--- src/rtl/apb_spi_slave_pkg.sv ---
// Shared register offsets, CTRL/STAT bit positions and FSM encoding for the
// APB-programmable SPI slave.
package apb_spi_slave_pkg;

   localparam logic [4:0] SLV_RX   = 5'h00;
   localparam logic [4:0] SLV_TX   = 5'h04;
   localparam logic [4:0] SLV_CTRL = 5'h08;
   localparam logic [4:0] SLV_STAT = 5'h0C;

   localparam int CTRL_CPHA = 8;
   localparam int CTRL_CPOL = 9;
   localparam int CTRL_LSB  = 10;
   localparam int CTRL_IE   = 11;
   localparam int CTRL_EN   = 12;

   localparam int STAT_RXF  = 0;
   localparam int STAT_TXV  = 1;
   localparam int STAT_OVR  = 2;
   localparam int STAT_UNR  = 3;
   localparam int STAT_BUSY = 4;

   typedef enum logic [1:0] {IDLE, LOAD, SHIFT} slv_state_t;

   // CHAR_LEN of 0 encodes a full 32-bit character.
   function automatic logic [5:0] char_bits(input logic [4:0] len);
      return (len == 5'd0) ? 6'd32 : {1'b0, len};
   endfunction

endpackage

--- src/rtl/apb_spi_slave_sync.sv ---
// Two-flop synchronizer for one asynchronous SPI pin, plus rise/fall detect
// against a one-cycle-delayed copy of the synchronized level.
module spi_slave_sync #(
   parameter logic RST_VAL = 1'b0
) (
   input  logic PCLK,
   input  logic PRESETN,
   input  logic d,
   output logic level,
   output logic rise,
   output logic fall
);

   logic s1_q, s2_q, dly_q;

   always_ff @(posedge PCLK or negedge PRESETN) begin
      if (!PRESETN) begin
         s1_q  <= RST_VAL;
         s2_q  <= RST_VAL;
         dly_q <= RST_VAL;
      end else begin
         s1_q  <= d;
         s2_q  <= s1_q;
         dly_q <= s2_q;
      end
   end

   assign level = s2_q;
   assign rise  = s2_q & ~dly_q;
   assign fall  = ~s2_q & dly_q;

endmodule

--- src/rtl/apb_spi_slave.sv ---
// APB-programmable SPI slave: register block, IDLE/LOAD/SHIFT FSM, bit counter
// and shift register, all in PCLK with oversampled SPI pins.
module apb_spi_slave
   import apb_spi_slave_pkg::*;
#(
   parameter int CHAR_MAX = 32
) (
   input  logic        PCLK,
   input  logic        PRESETN,
   input  logic [4:0]  PADDR,
   input  logic        PSEL,
   input  logic        PENABLE,
   input  logic        PWRITE,
   input  logic [31:0] PWDATA,
   output logic [31:0] PRDATA,
   output logic        PREADY,
   output logic        PSLVERR,
   output logic        IRQ,
   input  logic        sclk_i,
   input  logic        ss_n_i,
   input  logic        mosi_i,
   output logic        miso_o,
   output logic        miso_oe_o
);

   logic sclk_lvl, sclk_rise, sclk_fall;
   logic ss_lvl, ss_rise, ss_fall;
   logic mosi_lvl, mosi_rise, mosi_fall;

   spi_slave_sync #(.RST_VAL(1'b0)) u_sclk (.PCLK(PCLK), .PRESETN(PRESETN), .d(sclk_i),
      .level(sclk_lvl), .rise(sclk_rise), .fall(sclk_fall));
   spi_slave_sync #(.RST_VAL(1'b1)) u_ss (.PCLK(PCLK), .PRESETN(PRESETN), .d(ss_n_i),
      .level(ss_lvl), .rise(ss_rise), .fall(ss_fall));
   spi_slave_sync #(.RST_VAL(1'b0)) u_mosi (.PCLK(PCLK), .PRESETN(PRESETN), .d(mosi_i),
      .level(mosi_lvl), .rise(mosi_rise), .fall(mosi_fall));

   logic unused_sig;
   assign unused_sig = ^{PADDR[1:0], sclk_lvl, mosi_rise, mosi_fall};

   logic [CHAR_MAX-1:0] tx_q, rx_q, sh_q, sh_nxt, load_val, len_mask;
   logic [4:0]          len_q, msb_idx;
   logic [5:0]          cnt_q, nbits;
   logic                cpha_q, cpol_q, lsb_q, ie_q, en_q;
   logic                rxf_q, txv_q, ovr_q, unr_q, irq_q, miso_q;
   logic                acc, wr_tx, wr_ctrl, wr_stat, rd_rx;
   logic                sample_edge, shift_edge, first_bit, cur_bit, done;
   logic                busy, load_act, shift_act;
   slv_state_t          state_q, state_d;

   assign acc     = PSEL & PENABLE;
   assign wr_tx   = acc & PWRITE & (PADDR[4:2] == SLV_TX[4:2]);
   assign wr_ctrl = acc & PWRITE & (PADDR[4:2] == SLV_CTRL[4:2]);
   assign wr_stat = acc & PWRITE & (PADDR[4:2] == SLV_STAT[4:2]);
   assign rd_rx   = acc & ~PWRITE & (PADDR[4:2] == SLV_RX[4:2]);

   // Sample on rising when CPOL==CPHA; the shift edge is always the other one.
   assign sample_edge = (cpol_q == cpha_q) ? sclk_rise : sclk_fall;
   assign shift_edge  = (cpol_q == cpha_q) ? sclk_fall : sclk_rise;

   assign nbits    = char_bits(len_q);
   assign msb_idx  = len_q - 5'd1;
   assign len_mask = (len_q == 5'd0) ? '1 : ((CHAR_MAX'(1) << len_q) - CHAR_MAX'(1));
   assign load_val = txv_q ? tx_q : '0;

   always_comb begin
      first_bit = lsb_q ? load_val[0] : load_val[msb_idx];
      cur_bit   = lsb_q ? sh_q[0] : sh_q[msb_idx];
      if (lsb_q) begin
         sh_nxt          = sh_q >> 1;
         sh_nxt[msb_idx] = mosi_lvl;
      end else begin
         sh_nxt = {sh_q[CHAR_MAX-2:0], mosi_lvl};
      end
   end

   always_ff @(posedge PCLK or negedge PRESETN) begin
      if (!PRESETN) state_q <= IDLE;
      else          state_q <= state_d;
   end

   always_comb begin
      state_d = state_q;
      if (!en_q || ss_rise) begin
         state_d = IDLE;
      end else begin
         case (state_q)
            IDLE:    if (ss_fall) state_d = LOAD;
            LOAD:    state_d = SHIFT;
            SHIFT:   if (sample_edge && cnt_q == 6'd1) state_d = LOAD;
            default: state_d = IDLE;
         endcase
      end
   end

   always_comb begin
      busy      = (state_q != IDLE);
      load_act  = (state_q == LOAD);
      shift_act = (state_q == SHIFT) && en_q && !ss_rise;
      done      = shift_act && sample_edge && (cnt_q == 6'd1);
   end

   always_ff @(posedge PCLK or negedge PRESETN) begin
      if (!PRESETN) begin
         tx_q   <= '0;
         rx_q   <= '0;
         sh_q   <= '0;
         cnt_q  <= '0;
         len_q  <= '0;
         cpha_q <= 1'b0;
         cpol_q <= 1'b0;
         lsb_q  <= 1'b0;
         ie_q   <= 1'b0;
         en_q   <= 1'b0;
         rxf_q  <= 1'b0;
         txv_q  <= 1'b0;
         ovr_q  <= 1'b0;
         unr_q  <= 1'b0;
         irq_q  <= 1'b0;
         miso_q <= 1'b0;
      end else begin
         if (wr_ctrl && !busy) begin
            len_q  <= PWDATA[4:0];
            cpha_q <= PWDATA[CTRL_CPHA];
            cpol_q <= PWDATA[CTRL_CPOL];
            lsb_q  <= PWDATA[CTRL_LSB];
            ie_q   <= PWDATA[CTRL_IE];
            en_q   <= PWDATA[CTRL_EN];
         end
         if (wr_stat) begin
            if (PWDATA[STAT_OVR]) ovr_q <= 1'b0;
            if (PWDATA[STAT_UNR]) unr_q <= 1'b0;
         end
         if (wr_tx) tx_q <= PWDATA[CHAR_MAX-1:0];
         // Set events are placed after the clears so they win on a collision.
         if (load_act) begin
            sh_q  <= load_val;
            cnt_q <= nbits;
            if (txv_q) txv_q <= 1'b0;
            else       unr_q <= 1'b1;
            if (!cpha_q) miso_q <= first_bit;
         end else if (shift_act) begin
            if (sample_edge) begin
               sh_q  <= sh_nxt;
               cnt_q <= cnt_q - 6'd1;
            end
            if (shift_edge) miso_q <= cur_bit;
         end
         if (wr_tx) txv_q <= 1'b1;
         if (done) begin
            if (!rxf_q || rd_rx) begin
               rx_q  <= sh_nxt & len_mask;
               rxf_q <= 1'b1;
            end else begin
               ovr_q <= 1'b1;
            end
         end else if (rd_rx) begin
            rxf_q <= 1'b0;
         end
         irq_q <= ie_q & (rxf_q | ovr_q | unr_q);
      end
   end

   always_comb begin
      PRDATA  = '0;
      PSLVERR = 1'b0;
      case (PADDR[4:2])
         SLV_RX[4:2]:   PRDATA = 32'(rx_q);
         SLV_TX[4:2]:   PRDATA = 32'(tx_q);
         SLV_CTRL[4:2]: PRDATA = {19'd0, en_q, ie_q, lsb_q, cpol_q, cpha_q, 3'd0, len_q};
         SLV_STAT[4:2]: PRDATA = {27'd0, busy, unr_q, ovr_q, txv_q, rxf_q};
         default:       PSLVERR = acc;
      endcase
   end

   assign PREADY    = 1'b1;
   assign IRQ       = irq_q;
   assign miso_o    = miso_q;
   assign miso_oe_o = en_q & ~ss_lvl;

endmodule

--- config.mk ---
export PLATFORM = sky130hd
export DESIGN_NAME = apb_spi_slave
export DESIGN_NICKNAME = d
export VERILOG_FILES = /design/src/rtl/apb_spi_slave_pkg.sv /design/src/rtl/apb_spi_slave_sync.sv /design/src/rtl/apb_spi_slave.sv
export SDC_FILE = /design/constraint.sdc
export NUM_CORES = 1
export LEC_CHECK = 0
export BUFFER_PORTS_ARGS = -buffer_cell sky130_fd_sc_hd__buf_2
export CORE_ASPECT_RATIO = 1.1
export CORE_MARGIN = 5
export CORE_UTILIZATION = 40
export CTS_CLUSTER_DIAMETER = 50
export DETAILED_ROUTE_END_ITERATION = 7
export PLACE_DENSITY = 0.59
export SKIP_CTS_REPAIR_TIMING = 1
export SYNTH_ARGS = -nofsm -noshare
export SYNTH_HDL_FRONTEND = slang
export SYNTH_SLANG_ARGS = --single-unit
--- constraint.sdc ---
create_clock -name PCLK -period 8.62 [get_ports PCLK]
set_input_delay 0.431 -clock PCLK [delete_from_list [all_inputs] [get_ports PCLK]]
set_output_delay 0.431 -clock PCLK [all_outputs]
set_load 0.01 [all_outputs]
==> summary.md, run 1 <==
| Metric | Value |
|---|---|
| P&R area growth vs syn | `12.51%` |
| Most frequent cells in the layout | `dfrtp_1, nand2_1, buf_2` |
| Clock root cell | `clkbuf_16` |
| Final antenna diode count | `0` |
| Initial Util | `40.37%` |
| Worst path cell trace | `inv_1 > ha_1 > buf_4 > nand2_1 > nor2_1 > inv_1 > ha_1 > o211ai_2 > nor4_1 > nand2_1 > mux2i_1 > o21ai_1` |
| Synth top area cells | `dfrtp_1, mux2_2, mux4_2` |
| GRT Total Usage | `23.28%` |
| Skew final | `0.01142 ns` |
| Yosys warnings | `0` |
| Htree depth | `4` |
| Port Buffer Count | `78` |
| Worst path bufs/invs | `3` |
| CTS sink cnt | `128` |
| Num CTS Buffers | `17` |
| Tightest Pin Transition | `0.9427 ns` |
| Element type at the critical path end | `flip-flop` |
| Gr ovfl total | `0` |
| Via density | `6.187` |
| Finished Layout Cells | `1265` |
| Met3 WL | `2210 um` |
| CTS tree | `done` |
| Post-synth top flop | `dfrtp_1` |
| Async set-reset flop share out of synthesis | `100.0%` |
| Initial antenna violation count | `1` |
| Crit path launch type | `flip-flop` |
| Worst setup startpoint | `len_q[1]` |
| Routed wl met2 | `13630 um` |
| Placed cells | `between 1000 and 1500` |
| Initial DRC count | `690` |
| WS Path Type | `reg -> reg` |
| Number of synthesized register bits | `128` |
| Die Y | `165.9 um` |
| Core region area | `about 0.022 sq mm` |
| Vias in the first global route | `7729` |
| Area of the die | `~0.025 sq mm` |
| Final design utilization | `around 45%` |
| Nets | `1011` |
| Clock Latency Late Sink | `0.43 ns` |
| Area share of the largest cell type after synthesis | `~35%` |
| Slowest CP cell | `nor4_1` |
| Min Tclk post-route | `~4.4 ns` |
| Max Slew Vio Count | `0` |
| Num rows | `57` |
| Netlist Area Pre-Place | `0.008838 sq mm` |
| Count of final setup violators | `0` |
| Post-synth cell types | `89` |
| HP Class | `in -> async` |
| Via Count | `7827` |
| Wire length on met1 | `around 13000 um` |
| DRT Pass-1 Iters | `7` |
| RSZ-0062 raised after global routing | `no` |
| Critical path's largest stage delay | `approximately 0.82 ns` |
| Clk pin slew, worst setup/hold paths | `~0.060 ns` |
| Number of enable flip-flop cells after synthesis | `0` |
| Seq/Total Area, Yosys | `36.28%` |
| MaxCap Viol Count | `0` |
| Worst vdd ir | `0.1641 mV` |
| Hpwl dp | `19890 um` |
| Final Routed Wirelength | `29130 um` |
| Setup WS post-layout | `4.208 ns` |
| DR DRC count | `0` |
| Global-route wire length before repair | `about 46000 um` |
| Pre-CTS setup slack | `4.322 ns` |
| Worst slew margin | `a little under two fifths` |
| DIE WIDTH | `around 150 um` |
| Gp weighted congestion | `0.9545` |
| Max Fclk | `226.7 MHz` |
| Drt wl/cell | `23.03 um` |
| Synth Net Count | `981` |
| Commonest non-fill, non-tap cell in the layout | `dfrtp_1` |
| R2r startpoint | `len_q[1]` |
| Syn Area/Cell | `9.534 sq um` |
| # IOs | `82` |
| Setup TNS | `0 ns` |
| Synth Instances | `around 930` |
| Hold Vio Cnt, Final | `0` |
| P per Cell Area | `255.9 mW/mm^2` |
| Fin crit share | `51.18%` |
| Status | `finished, final reports clean` |
| Post-DRT Antenna Nets | `0` |
| CP arrival | `about 4.7 ns` |
| Worst Path Required | `8.93 ns` |
| Critical-path maximum fanout | `35` |
| Area leader, netlist | `dfrtp_1` |
| Uppermost routed layer | `met5` |
| Pleak | `4.232 nW` |
| Largest net degree at the start of global routing | `66` |
| Maximum clock path buffer count | `2` |
| Top Family by Delay on Critical Path | `simple AND/OR/NAND/NOR gates` |
| Share of cells above drive strength 1 | `23.81%` |
-- worst paths after layout --
path	end	slack, ns	cells past startpoint
min reg2reg	u_mosi.level	0.35	0
min	IRQ	0.004	1
max reg2reg	rx_q[28]	4.21	12
min in group PCLK	u_ss.s1_q	0.10	1
max in group asynchronous	rx_q[8]	7.31	2
max	rx_q[28]	4.21	12
-- metrics by stage --
stage / hold slack [ns] / power (mW) / cell area, sq um
after floorplan: 0.1354 / 1.497 / 8838
after global placement: 0.3334 / 1.772 / 9350
after detailed placement: 0.3347 / 1.777 / 9350
after CTS: 0.02192 / 2.533 / 9945
after global routing: 0.04920 / 2.661 / 9945
final: 0.004270 / 2.545 / 9945
-- report_power, final --
group	switching, mW	internal (mW)	leakage (nW)
registers	0.103	0.683	1.69
logic	0.627	0.378	2.26
clock network	0.313	0.440	0.283
total	1.04	1.50	4.23
-- state kept, by name, indices dropped and copies added (netlist names), 2 cells and up --
| name | flops |
|---|---|
| rx_q | 32 |
| sh_q | 32 |
| tx_q | 32 |
| cnt_q | 6 |
| len_q | 5 |
| state_q | 2 |
-- worst register-to-register path, delay by kind of cell (launching register included) --
kind / cells / cell delay, ns
AOI/OAI and AO/OA: 2 / 0.40
adders and majority gates: 2 / 0.62
buffers and inverters: 3 / 0.88
DFF: 1 / 0.72
muxes: 1 / 0.29
and+or+nand+nor: 4 / 1.37
-- synth_stat cells (all sizes together), types with 12 or more instances --
library cell	count
a211oi	20
a21oi	32
a22o	24
a22oi	25
buf	34
clkbuf	52
dfrtp	125
mux2	44
mux2i	38
mux4	20
nand2	85
nand2b	13
nand3	19
nor2	75
nor2b	18
nor3	16
o211ai	12
o21ai	72
o31ai	18
-- metal layers --
layer | vias to the layer above | global-route usage (%)
li1 | 3565 | -
met1 | 3891 | 32.67
met2 | 325 | 36.14
met3 | 44 | 5.322
met4 | 2 | 6.487
met5 | - | 0
-- cell families after synthesis --
logic type	after synthesis	share of synthesized area [%]
xor gates and xnor gates	7	0.7786
muxes	102	15.05
AOI/OAI and AO/OA	297	24.73
other	1	0.04243
DFF	128	36.28
buffers and inverters	95	5.124
adders and majority gates	9	1.274
and+or+nand+nor	288	16.72
-- final cells by class --
cell class | count | area [sq um]
fillers | 2154 | 11950
inverters | 9 | 33.78
well taps | 295 | 369.1
clock inverters | 13 | 151.4
multi-input cells | 704 | 5199
repair buffers | 97 | 539.3
clock buffers | 19 | 442.9
flip-flops and latches | 128 | 3209
(Power assumes the default switching activity.)
==> inputs of run 2 (changes only) <==
--- a/config.mk
+++ b/config.mk
@@ -11,7 +11,7 @@
 export CORE_UTILIZATION = 40
 export CTS_CLUSTER_DIAMETER = 50
 export DETAILED_ROUTE_END_ITERATION = 7
-export PLACE_DENSITY = 0.59
+export PLACE_DENSITY = 0.62
 export SKIP_CTS_REPAIR_TIMING = 1
 export SYNTH_ARGS = -nofsm -noshare
 export SYNTH_HDL_FRONTEND = slang
==> constraint.sdc (replaced) <==
create_clock -name PCLK -period 4 [get_ports PCLK]
set_input_delay 0.2 -clock PCLK [delete_from_list [all_inputs] [get_ports PCLK]]
set_output_delay 0.2 -clock PCLK [all_outputs]
set_load 0.01 [all_outputs]
==> summary.md, run 2 (synthesis results as in run 1) <==
| Metric | Value |
|---|---|
| Status | `complete, but fails checks` |
| Failing checks | `negative hold slack` |
| Core region area | `0.02189 sq mm` |
| CTS sink cnt | `128` |
| Skew final | `about 0.015 ns` |
| Clock Latency Late Sink | `0.44 ns` |
| Worst vdd ir | `0.3063 mV` |
| Nets | `roughly 1000` |
| # IOs | `just over 80` |
| HP Class | `in -> reg` |
| R2R Path End | `rx_q[24]` |
| Final design utilization | `around 47%` |
| Maximum clock path buffer count | `2` |
| Setup WS post-layout | `0.8643 ns` |
| CTS tree | `done` |
| Max Fclk | `318.9 MHz` |
| Hpwl dp | `20640 um` |
| Element type at the critical path end | `flip-flop` |
| P&R area growth vs syn | `15.94%` |
| Largest net degree at the start of global routing | `~100` |
| Post-DRT Antenna Nets | `0` |
| Drt wl/cell | `22.61 um` |
| Fin crit share | `78.39%` |
| Pleak | `4.392 nW` |
| Fillers | `between 2000 and 2500` |
| Gp weighted congestion | `0.9339` |
| WS Path Type | `reg -> reg` |
| Initial DRC count | `767` |
| Top Registers | `rx_q: 32 flops, sh_q: 32 flops, tx_q: 32 flops` |
| Share of cells above drive strength 1 | `24.90%` |
| R2R depth | `12` |
| Post-route cell area | `0.01025 sq mm` |
| Crit path launch type | `flip-flop` |
| CP arrival | `approximately 3.5 ns` |
| Clk pin slew, worst setup/hold paths | `approximately 0.07 ns` |
| Hold Vio Cnt, Final | `4` |
| MaxCap Viol Count | `0` |
| Pre-CTS setup slack | `~0.94 ns` |
| Met1 Use GR | `33.50%` |
| Min Tclk post-route | `3.136 ns` |
| Finished Layout Cells | `between 1000 and 1500` |
| Instance area at placement | `0.009473 sq mm` |
| Via Count | `8070` |
| DRT Pass-1 Iters | `6` |
| Count of final setup violators | `0` |
| Busiest grt layer | `met2` |
| Worst slew margin | `30.57%` |
| Final antenna diode count | `0` |
| Setup TNS | `0 ns` |
| Critical-path maximum fanout | `9` |
| Most frequent cells in the layout | `dfrtp_1, nand2_1, buf_2` |
| P per Cell Area | `555.6 mW/mm^2` |
| Initial Util | `40.37%` |
| Area of the die | `between 0.02 and 0.03 sq mm` |
| Die Y | `about 170 um` |
| Num rows | `57` |
| GR Layer Usage met2 | `between 30% and 40%` |
| Max Slew Vio Count | `0` |
| Initial antenna violation count | `0` |
| Worst Path Required | `4.37 ns` |
| Final Routed Wirelength | `between 20000 and 30000 um` |
| R2r startpoint | `len_q[0]` |
| GRT Total Usage | `23.59%` |
| DIE WIDTH | `151.7 um` |
| Vias in the first global route | `7751` |
| Hold_ws | `-0.002395 ns` |
| Placed cells | `around 1300` |
| Htree depth | `4` |
| Critical Path End | `rx_q[24]` |
| Global-route track usage on met3 | `4.694%` |
| Global-route wire length before repair | `46440 um` |
| Overall Power | `5.693 mW` |
| Clock root cell | `clkbuf_16` |
| Tightest Pin Transition | `1.041 ns` |
| Worst setup startpoint | `len_q[0]` |
| Num CTS Buffers | `17` |
| R2R setup slack | `around 0.86 ns` |
| RSZ-0062 raised after global routing | `no` |
| Via density | `6.232` |
| Gr ovfl total | `0` |
| Commonest non-fill, non-tap cell in the layout | `dfrtp_1` |
| DR DRC count | `0` |
| Port Buffer Count | `between 70 and 80` |
-- run 2: power breakdown --
group	switching (mW)	total (mW)	internal [mW]
Sequential	0.221	1.69	1.47
Combinational	1.37	2.25	0.876
Clock	0.688	1.75	1.06
Total	2.28	5.69	3.41
-- run 2: final cells by class --
class | instances | area [sq um] | share of cell area, %
well taps | 295 | 369.1 | 3.602
repair buffers | 127 | 797.0 | 7.778
multi-input cells | 704 | 5194 | 50.68
clock inverters | 15 | 219.0 | 2.137
flip-flops and latches | 128 | 3209 | 31.32
inverters | 9 | 33.78 | 0.3297
clock buffers | 17 | 425.4 | 4.151
-- run 2: worst max-delay path, stage by stage, from the launching register on --
cell and delay [ns]:
dfrtp_1 0.38, inv_1 0.13, ha_1 0.23, nand2_1 0.22
nor2_1 0.07, buf_4 0.21, inv_1 0.09, ha_1 0.29
o211ai_2 0.29, nor3_4 0.37, o21ai_2 0.15, a2111oi_2 0.44
a31o_1 0.19
-- run 2: per-layer routing --
layer / wire length (um) / part of all wire, % / up-vias
met2: 13680 / 47 / 384
met3: 2279 / 7.8 / 71
met4: 927 / 3.2 / 0
met1: 12400 / 42 / 3985
met5: 0 / 0 / -
li1: - / - / 3630
-- run 2: worst min-delay path by stage --
| stage | startpoint | endpoint | cells past startpoint |
|---|---|---|---|
| finish | PWDATA[31] | tx_q[31] | 2 |
| global route | PWDATA[27] | tx_q[27] | 2 |
| CTS | ss_n_i | u_ss.s1_q | 1 |
| detailed placement | ss_n_i | u_ss.s1_q | 1 |
| global placement | ss_n_i | u_ss.s1_q | 1 |
| floorplan | PRESETN | IRQ | 0 |
